<file path="src/rtl/seg_display_scanner.sv">
// Purpose: time-multiplexes a double-buffered NUM_DIGITS nibble value onto one segment decoder and active-low anodes.
// Latency: an/bcd/blank/dp are registered one cycle behind the scan counters; a load shows at the next frame boundary.
// Backpressure: none; load is always accepted, and the newest load before a boundary is the one committed.
module seg_display_scanner #(
    parameter int NUM_DIGITS = 4,
    parameter int PRESCALE   = 50000,
    parameter int DEAD       = 4
) (
    input  logic                    clk,
    input  logic                    rst_n,
    input  logic [4*NUM_DIGITS-1:0] value,
    input  logic                    load,
    input  logic [NUM_DIGITS-1:0]   dp_in,
    input  logic                    lz_en,
    output logic [3:0]              bcd,
    output logic                    blank,
    output logic                    dp,
    output logic [NUM_DIGITS-1:0]   an,
    output logic                    frame_done
);

    localparam int PW = (PRESCALE > 1) ? $clog2(PRESCALE) : 1;
    localparam int IW = (NUM_DIGITS > 1) ? $clog2(NUM_DIGITS) : 1;
    localparam logic [PW-1:0] P_LAST = PW'(PRESCALE - 1);
    localparam logic [IW-1:0] I_LAST = IW'(NUM_DIGITS - 1);
    localparam logic [PW-1:0] DEAD_C = PW'(DEAD);

    logic [PW-1:0]           pcnt_q, pcnt_d;
    logic [IW-1:0]           idx_q, idx_d;
    logic [4*NUM_DIGITS-1:0] sh_val_q, sh_val_d, disp_val_q, disp_val_d;
    logic [NUM_DIGITS-1:0]   sh_dp_q, sh_dp_d, disp_dp_q, disp_dp_d;
    logic                    sh_lz_q, sh_lz_d, disp_lz_q, disp_lz_d;
    logic                    pend_q, pend_d;
    logic [NUM_DIGITS-1:0]   an_q, an_d;
    logic [3:0]              bcd_q, bcd_d;
    logic                    blank_q, blank_d;
    logic                    dp_q, dp_d;

    logic                    slot_end, frame_end, in_dead, upper_zero;
    logic [NUM_DIGITS-1:0]   lz_blank;
    logic [3:0]              cur_nib;

    // Dead phase covers the first DEAD cycles of every slot; absent entirely when DEAD is 0.
    if (DEAD == 0) begin : g_no_dead
        assign in_dead = 1'b0;
    end else begin : g_dead
        assign in_dead = (pcnt_q < DEAD_C);
    end

    assign slot_end   = (pcnt_q == P_LAST);
    assign frame_end  = slot_end && (idx_q == I_LAST);
    assign cur_nib    = disp_val_q[{idx_q, 2'b00} +: 4];
    assign frame_done = frame_end;

    assign an    = an_q;
    assign bcd   = bcd_q;
    assign blank = blank_q;
    assign dp    = dp_q;

    // Leading-zero mask: a digit blanks when it and every digit above it are zero (digit 0 never blanks).
    always_comb begin
        upper_zero = 1'b1;
        lz_blank   = '0;
        for (int i = NUM_DIGITS - 1; i >= 0; i--) begin
            upper_zero  = upper_zero & (disp_val_q[4*i +: 4] == 4'h0);
            lz_blank[i] = disp_lz_q & upper_zero & (i != 0);
        end
    end

    // Scan counters, shadow/display double buffer and next output values.
    always_comb begin
        pcnt_d     = slot_end ? '0 : pcnt_q + 1'b1;
        idx_d      = idx_q;
        sh_val_d   = sh_val_q;
        sh_dp_d    = sh_dp_q;
        sh_lz_d    = sh_lz_q;
        disp_val_d = disp_val_q;
        disp_dp_d  = disp_dp_q;
        disp_lz_d  = disp_lz_q;
        pend_d     = pend_q;

        if (slot_end) begin
            idx_d = (idx_q == I_LAST) ? '0 : idx_q + 1'b1;
        end

        // Commit uses the pre-edge shadow, so a load in the boundary cycle waits a full frame.
        if (frame_end && pend_q) begin
            disp_val_d = sh_val_q;
            disp_dp_d  = sh_dp_q;
            disp_lz_d  = sh_lz_q;
            pend_d     = 1'b0;
        end

        if (load) begin
            sh_val_d = value;
            sh_dp_d  = dp_in;
            sh_lz_d  = lz_en;
            pend_d   = 1'b1;
        end

        an_d  = '1;
        bcd_d = cur_nib;
        if (in_dead) begin
            blank_d = 1'b1;
            dp_d    = 1'b0;
        end else begin
            an_d[idx_q] = 1'b0;
            blank_d     = lz_blank[idx_q];
            dp_d        = disp_dp_q[idx_q];
        end
    end

    // State and output registers; reset leaves all anodes off and segments blanked.
    always_ff @(posedge clk or negedge rst_n) begin
        if (!rst_n) begin
            pcnt_q     <= '0;
            idx_q      <= '0;
            sh_val_q   <= '0;
            sh_dp_q    <= '0;
            sh_lz_q    <= 1'b0;
            disp_val_q <= '0;
            disp_dp_q  <= '0;
            disp_lz_q  <= 1'b0;
            pend_q     <= 1'b0;
            an_q       <= '1;
            bcd_q      <= 4'h0;
            blank_q    <= 1'b1;
            dp_q       <= 1'b0;
        end else begin
            pcnt_q     <= pcnt_d;
            idx_q      <= idx_d;
            sh_val_q   <= sh_val_d;
            sh_dp_q    <= sh_dp_d;
            sh_lz_q    <= sh_lz_d;
            disp_val_q <= disp_val_d;
            disp_dp_q  <= disp_dp_d;
            disp_lz_q  <= disp_lz_d;
            pend_q     <= pend_d;
            an_q       <= an_d;
            bcd_q      <= bcd_d;
            blank_q    <= blank_d;
            dp_q       <= dp_d;
        end
    end

endmodule

</file>
<file path="config.mk">
export PLATFORM = sky130hd
export DESIGN_NAME = seg_display_scanner
export DESIGN_NICKNAME = d
export VERILOG_FILES = /design/src/rtl/seg_display_scanner.sv
export SDC_FILE = /design/constraint.sdc
export NUM_CORES = 1
export LEC_CHECK = 0
export BUFFER_PORTS_ARGS = -buffer_cell sky130_fd_sc_hd__buf_2
export CORE_MARGIN = 2
export CORE_UTILIZATION = 60
export CTS_BUF_LIST = sky130_fd_sc_hd__clkbuf_8
export CTS_CLUSTER_SIZE = 25
export DETAILED_ROUTE_END_ITERATION = 12
export HOLD_SLACK_MARGIN = 0.12
export MAX_ROUTING_LAYER = met4
export PLACE_DENSITY_LB_ADDON = 0.25
export SLEW_MARGIN = 20
export SYNTH_ARGS = -nofsm -noshare
export SYNTH_HDL_FRONTEND = slang
export SYNTH_SLANG_ARGS = --single-unit
</file>
<file path="constraint.sdc">
create_clock -name clk -period 3.75 [get_ports clk]
set_input_delay 0.375 -clock clk [delete_from_list [all_inputs] [get_ports clk]]
set_output_delay 0.375 -clock clk [all_outputs]
set_load 0.005 [all_outputs]
</file>
# Word-level counts from Yosys, hierarchy flattened
# Index checks and enable logic that the tools add are counted.
[word_totals]
ff_bits = 71
latch_bits = 0
mem_bits_rw = 0
mem_bits_ro = 0
inputBits = 24
out_inout_bits = 11
n_memories = 0
[op_classes]
add_sub_neg = 2
multipliers = 0
div_mod_pow = 0
magnitude_cmp = 3
n_eq_ne = 2
n_shift = 1
mux = 13
bitwise = 6
reduce_logical = 7
[op_table]
columns = ["operator", "count"]
rows = [
  ["$add A16 B1 Y16 const B", 1],
  ["$eq A16 B16 Y1 const B", 1],
  ["$lt A16 B3 Y1 const B", 1],
  ["$mux W16", 1],
  ["$shiftx A16 B5 Y4", 1],
  ["$logic_not A4 Y1", 3],
  ["$mux W1", 7],
  ["$and A1 B1 Y1", 5],
  ["$bmux W1 S2", 2],
  ["$mux W4", 1],
  ["$not A4 Y4", 1],
  ["$logic_and A1 B1 Y1", 3],
  ["$lt A2 B3 Y1 const B", 1],
  ["$add A2 B1 Y2 const B", 1],
  ["$demux W1 S2", 1],
  ["$eq A2 B2 Y1 const B", 1],
  ["$ge A2 B1 Y1 const B", 1],
  ["$mux W2", 1],
  ["$reduce_bool A2 Y1", 1],
]

# Depth between registers and ports, before layout
# Gate-level depths: netlist (run 1).
[depth]
word_depth = 7
ltp_mapped = 6
ltp_nobuf = 5

# Worst setup path after synthesis (run 1)
# No wires, ideal clock.
[synth_timing]
path_kind = "register to output"
from = "register pcnt_q[7]"
to = "output frame_done"
t_arrival_ns = 1.528
t_required_ns = 3.375
slack_ns = 1.847
path_stages_with_launch = 5
cell_sequence = "dfrtp_1 -> or4_4 -> nor4_4 -> nand2_1 -> inv_1"
[synth_via]
elab_chain_cells = 2
[synth_lines]
columns = ["element", "line_no", "rtl"]
rows = [
  ["from (decl)", "28", "logic [PW-1:0] pcnt_q, pcnt_d;"],
  ["from (signal assigned)", "130", "pcnt_q <= pcnt_d;"],
  ["$eq A16 B16 Y1", "50", "assign slot_end = (pcnt_q == P_LAST);"],
  ["$logic_and A1 B1 Y1", "51", "assign frame_end = slot_end && (idx_q == I_LAST);"],
  ["to (decl)", "19", "output logic frame_done"],
]
# Every way passes these cells.

# Worst setup path after layout (run 1)
[layout_timing]
from = "register pcnt_q[5]"
to = "output frame_done"
# Same word-level chain as after synthesis.

==> impl_results.md, run 1 <==
- Fin. Hold Viols: 0
- ANT cells: 0
- Fillers: 366
- Drt first-iter violations: 104
- Total CTS buffers: 9
- DRC violations left: 0
- Syn_nets: 247
- Die area: 0.00575 mm^2
- Final WS setup: 1190 ps
- Setup Fix Bufs, Post-CTS: 0
- Clock Latency Late Sink: 330 ps
- Layout cells sized above 1: 41.2%
- PwrDens: 393 mW/mm^2
- Netlist cell types: 35
- Non-filler cells, final: 330
- Row count: 26
- Clock Pin Slew Worst Setup and Hold Paths: 70 ps
- Root Driver: clkbuf_8
- Leak: 1.62 nW
- Seq. cell area: 0.00178 mm^2
- RD Place Congestion: 0.927
- Max Clock Freq: 0.390 GHz
- CP Data Required Time: 3380 ps
- Startpoint Class: flop
- Die X: 75.9 um
- Worst Setup SP: pcnt_q[5]$_DFF_PN0_
- Total Routing Usage GR: 21.7%
- Final setup violating endpoints: 0
- Met1 GRT Util: 29.5%
- Area of the multi-input gates: 0.00122 mm^2
- Core area: 0.00504 mm^2
- Reg-to-Reg Start: pcnt_q[5]$_DFF_PN0_
- GRT met3 Usage: 4.89%
- Total of warnings raised by yosys: 0
- Clk buf depth: 2
- CTS tree: yes
- Worst hold path type: primary input to flop
- CTS sink cnt: 71
- Endpoint class of the critical path: output port
- Routed Antenna Nets: 0
- Global-route met2 utilization: 30.2%
- Syn_area_per_cell: 14.2 um^2
- Initial antenna violation count: 0
- Layout area overhead: 11.8%
- Vias in the first global route: 1837
- Tcrit/Tclk final: 68.3%
- Final WL: 5210 um
- Die height: 75.9 um
- R2R Setup Slk: 1580 ps
- Post-Syn Instances: 218
- Setup TNS: 0 ps
- Initial Util: 61.4%
- Total iterations of the first detailed-routing run: 5
- Worst slew pin tran: 574 ps
- Most Crowded Layer GR: met2
- Crit path kind: flop to output port
- Placed cells: 313
- Hpwl dp: 3630 um
- Grt ovf: 0
- CP max FO: 7
- Largest net degree at the start of global routing: 48
- Clock Skews: 11.0 ps
- Slew margin rel.: 61.7%
- Sequential cell area fraction in the yosys report: 57.6%
- Nets: 284
- Global-route wire length before repair: 8700 um
- Hold_sp: value[8]
- Status: finished, final reports clean
- Max Cap Viol: 0
- CTS H-tree depth: 3
- RSZ-0062 raised after global routing: no
- Boundary Pins: 35
- Minimum clock period after layout: 2560 ps
- Vias: 1773
- Synthesized cell area: 0.00310 mm^2
- Yosys reg bits: 71
- PnR Total Power: 1.36 mW
- Crit path DAT: 2190 ps
- Util after Layout: 68.7%
- Port bufs: 34
- Vias/cell: 5.37
- WL/cell: 15.8 um
- Worst vdd ir: 0.296 mV
- Post-CTS resize count: 0
- Final slew viol count: 0
- DP Worst Slack: 1570 ps
-- cell type report --
type	count	area share (%)
Clock buffer	10	3.97
Clock inverter	6	0.722
Inverter	5	0.542
Multi-Input combinational cell	132	35.4
Sequential cell	71	51.5
Tap cell	70	2.53
Timing Repair Buffer	36	5.42
-- critical path, stage by stage, from the launching register on --
cell and delay, ps:
dfrtp_1 450, or4_4 550, nor4_4 530, nand2_1 140, inv_1 70, buf_2 100
-- flip-flops by register name, indices dropped and copies added (netlist names) --
name / flops
sh_lz_q: 1
disp_lz_q: 1
blank: 1
dp: 1
pend_q: 1
an: 4
sh_dp_q: 4
disp_val_q: 16
disp_dp_q: 4
pcnt_q: 16
bcd: 4
sh_val_q: 16
idx_q: 2
-- routing by layer --
metal,part of all wire [%],vias to the layer above
li1,-,839
met1,48,883
met2,47,43
met3,3.4,8
met4,1.4,0
met5,0,-
-- cell families after synthesis --
family                     share of synthesized area [%]
and+or+nand+nor                                     11.3
DFF                                                 57.6
AOI/OAI and AO/OA                                  0.969
xor gates and xnor gates                            3.96
adders and majority gates                           2.02
buffers and inverters                               2.91
muxes                                               21.3
-- stage by stage --
step / hold slack, ps / cell area [um^2]
after floorplan: 79.4 / 3100
after global placement: 380 / 3290
after detailed placement: 378 / 3290
after CTS: 253 / 3460
after global routing: 256 / 3460
final: 273 / 3460
-- what timing repair did --
item                                   4_1_cts  5_1_grt
setup endpoints to repair                    0        0
hold buffers                                 1        0
endpoints found under the hold margin       19        0
-- power breakdown --
part           switching (mW)  leakage (nW)  internal (mW)
sequential             0.0127         0.907          0.789
combinational          0.0263         0.612         0.0303
clock                   0.257         0.101          0.246
total                   0.296          1.62           1.07
-- cell usage after synthesis --
cell type  number  share of area (%)
a21o_1          1               0.24
a21oi_1         1               0.16
and2_1          1               0.20
and3_1          3               0.61
and3_2          1               0.24
and4_4          1               0.36
buf_1           2               0.24
buf_12          2                1.3
buf_2           1               0.16
clkbuf_1        5               0.61
dfrtp_1        66                 53
dfstp_2         5                4.2
ha_1            5                2.0
inv_1           5               0.61
mux2_2         22                8.0
mux2_4         20                9.7
mux4_2          5                3.6
nand2_1        10                1.2
nand3_1         8                1.3
nand4_1         7                1.4
nor2_1         11                1.3
nor2_4          1               0.36
nor2b_1         1               0.20
nor3_1          6               0.97
nor4_1          5                1.0
nor4_4          1               0.69
o211ai_1        1               0.24
o21ai_0         2               0.32
or2_2           1               0.20
or3_2           1               0.24
or4_1           1               0.24
or4_4           1               0.36
or4b_2          1               0.32
xnor2_1         8                2.3
xor2_1          6                1.7
-- worst paths after layout --
path,endpoint,cells past startpoint
hold / removal,sh_val_q[8]$_DFFE_PN0P_,2
max in group asynchronous,sh_val_q[3]$_DFFE_PN0P_,3
setup / recovery,frame_done,5
min in group asynchronous,pcnt_q[10]$_DFF_PN0_,2
hold reg to reg,pend_q$_DFFE_PN0P_,1
setup reg to reg,disp_val_q[0]$_DFFE_PN0P_,4
-- cells in the final DEF, fill, tap and decap left out, types with 2 or more instances in the layout --
| cell | Yosys | layout |
|---|---|---|
| nor2_1 | 11 | 11 |
| o21ai_0 | 2 | 2 |
| nor3_1 | 6 | 6 |
| dfrtp_1 | 66 | 66 |
| nor4_1 | 5 | 5 |
| nand3_1 | 8 | 8 |
| mux2_4 | 20 | 20 |
| inv_1 | 5 | 9 |
| nand2_1 | 10 | 10 |
| dfstp_2 | 5 | 5 |
| buf_2 | 1 | 34 |
| clkinv_2 | 0 | 2 |
| mux4_2 | 5 | 5 |
| clkbuf_8 | 0 | 10 |
| mux2_2 | 22 | 22 |
| and3_1 | 3 | 3 |
| nand4_1 | 7 | 7 |
| xor2_1 | 6 | 6 |
| ha_1 | 5 | 5 |
| xnor2_1 | 8 | 8 |
(Power assumes the default switching activity.)
==> run 2, diff against run 1 <==
Clock period 3.75 ns to 2.6 ns, I/O delays scaled along.
==> impl_results.md, run 2 (synthesis results as in run 1) <==
- Vias/cell: 5.44 (+1.3%)
- Seq. cell area: 0.00178 mm^2 (unchanged)
- Most common cell after layout, fill and taps aside: dfrtp_1
- Row count: 26 (unchanged)
- Slowest-stage cell, CP: or4_4
- RD Place Congestion: 0.955 (+3.1%)
- Global-route wire length before repair: 8590 um (-1.3%)
- Die X: 75.9 um (unchanged)
- Total iterations of the first detailed-routing run: 4 (-1)
- Layout cells sized above 1: 42.6% (+1.4 points)
- Initial Util: 61.4% (unchanged)
- Clk buf depth: 2 (unchanged)
- Boundary Pins: 35 (unchanged)
- Largest delay share family, worst path: simple AND/OR/NAND/NOR gates
- Total CTS buffers: 9 (unchanged)
- Final slew viol count: 0 (unchanged)
- PnR Total Power: 2.08 mW (+53%)
- Tcrit/Tclk final: 86.1%
- Grt ovf: 0 (unchanged)
- Root Driver: clkbuf_8
- CP max FO: 6 (-1)
- Crit-path max cell delay: 550 ps (about the same)
- Final WL: 5210 um (+0.12%)
- Total Routing Usage GR: 21.3% (-0.45 points)
- Clock Pin Slew Worst Setup and Hold Paths: 70 ps (about the same)
- PwrDens: 592 mW/mm^2 (+51%)
- CTS tree: yes
- Non-filler cells, final: 333 (+0.91%)
- Area of the multi-input gates: 0.00122 mm^2 (unchanged)
- Worst hold path type: primary input to flop
- Crit-path cells: or4_4 -> nor4_4 -> nand2_1 -> inv_1 -> buf_2
- Port bufs: 34 (unchanged)
- Fillers: 359 (-1.9%)
- Worst vdd ir: 0.494 mV (+67%)
- Setup Fix Bufs, Post-CTS: 0 (unchanged)
- Die area: 0.00575 mm^2 (unchanged)
- Final setup violating endpoints: 0 (unchanged)
- ANT cells: 0 (unchanged)
- Regs by FF count: disp_val_q x16, pcnt_q x16, sh_val_q x16
- Post-CTS resize count: 0 (unchanged)
- Setup TNS: 0 ps (unchanged)
- Vias: 1813 (+2.3%)
- CTS sink cnt: 71 (unchanged)
- Minimum clock period after layout: 2240 ps
- CP Data Required Time: 2340 ps (-1040 ps)
- Max Cap Viol: 0 (unchanged)
- CTS H-tree depth: 3 (unchanged)
- Slew margin rel.: 52.8% (-8.9 points)
- Die height: 75.9 um (unchanged)
- Hpwl dp: 3700 um (+1.9%)
- Critical path buffers and inverters: 2 (unchanged)
- Routed Antenna Nets: 0 (unchanged)
- Initial antenna violation count: 0 (unchanged)
- Max Clock Freq: 0.447 GHz
- DP Worst Slack: 429 ps (-1150 ps)
- Startpoint Class: flop
- RSZ-0062 raised after global routing: no
- Vias in the first global route: 1803 (-1.9%)
- WL/cell: 15.7 um (-0.79%)
- Clock Latency Late Sink: 340 ps (about the same)
- Core area: 0.00504 mm^2 (unchanged)
- Status: finished, final reports clean
- Placed cells: 316 (+0.96%)
- DRC violations left: 0 (unchanged)
- Crit path kind: flop to output port
- Most frequent cells in the layout: 66 x dfrtp_1, 34 x buf_2, 22 x mux2_2, 20 x mux2_4, 11 x nor2_1
- Endpoint class of the critical path: output port
- Largest net degree at the start of global routing: 33 (-31%)
- Drt first-iter violations: 90 (-13%)
- Crit path DAT: 1980 ps (-210 ps)
- Leak: 1.64 nW (+1.4%)
- Fin. Hold Viols: 0 (unchanged)
- Final WS setup: 361 ps (-827 ps)
- Worst slew pin tran: 708 ps (+134 ps)
- Nets: 287 (+1.1%)
- Layout area overhead: 13.4%
- Clock Skews: 7.81 ps (-3.19 ps)
[run 2: what timing repair did]
item,in CTS,in global routing
hold buffers,1,0
endpoints found under the hold margin,30,0
endpoints found under the setup margin,0,0
[run 2: worst paths after layout]
kind	from	endpoint	slack [ps]	depth (start not counted)
worst max-delay path	pcnt_q[5]$_DFF_PN0_	frame_done	360	5
worst min-delay path	value[2]	sh_val_q[2]$_DFFE_PN0P_	150	2
worst max register to register	pcnt_q[5]$_DFF_PN0_	disp_val_q[0]$_DFFE_PN0P_	440	4
worst min register to register	pcnt_q[0]$_DFF_PN0_	pcnt_q[0]$_DFF_PN0_	480	1
max in group asynchronous	rst_n	an[2]$_DFF_PN1_	1290	3
min in group asynchronous	rst_n	pcnt_q[13]$_DFF_PN0_	510	2
[run 2: stage by stage]
step                      area [um^2]  hold WS, ps  util, %
after floorplan                  3100        -35.6        -
final                            3510          154     69.7
after global routing             3510          144     69.7
after detailed placement         3310          351     65.7
after CTS                        3510          144     69.7
after global placement           3310          342     65.7
[run 2: final cells by class]
cell class / count / share of cell area (%)
clock buffers: 10 / 3.92
clock inverters: 6 / 1.50
inverters: 5 / 0.534
multi-input cells: 132 / 34.9
flip-flops and latches: 71 / 50.7
well taps: 70 / 2.49
repair buffers: 39 / 5.98
[run 2: layer usage]
metal | vias up | wire length, um | GRT usage (%) | share of wire (%)
met5 | - | 0 | - | 0
met4 | 0 | 87 | 10.5 | 1.7
met3 | 10 | 189 | 4.37 | 3.6
met2 | 34 | 2560 | 30.6 | 49
met1 | 920 | 2370 | 29.0 | 46
li1 | 849 | - | - | -
[run 2: where the power goes]
group,switching (mW),internal [mW],total (mW)
Sequential,0.0174,1.14,1.15
Combinational,0.0383,0.0446,0.0829
Clock,0.387,0.458,0.844
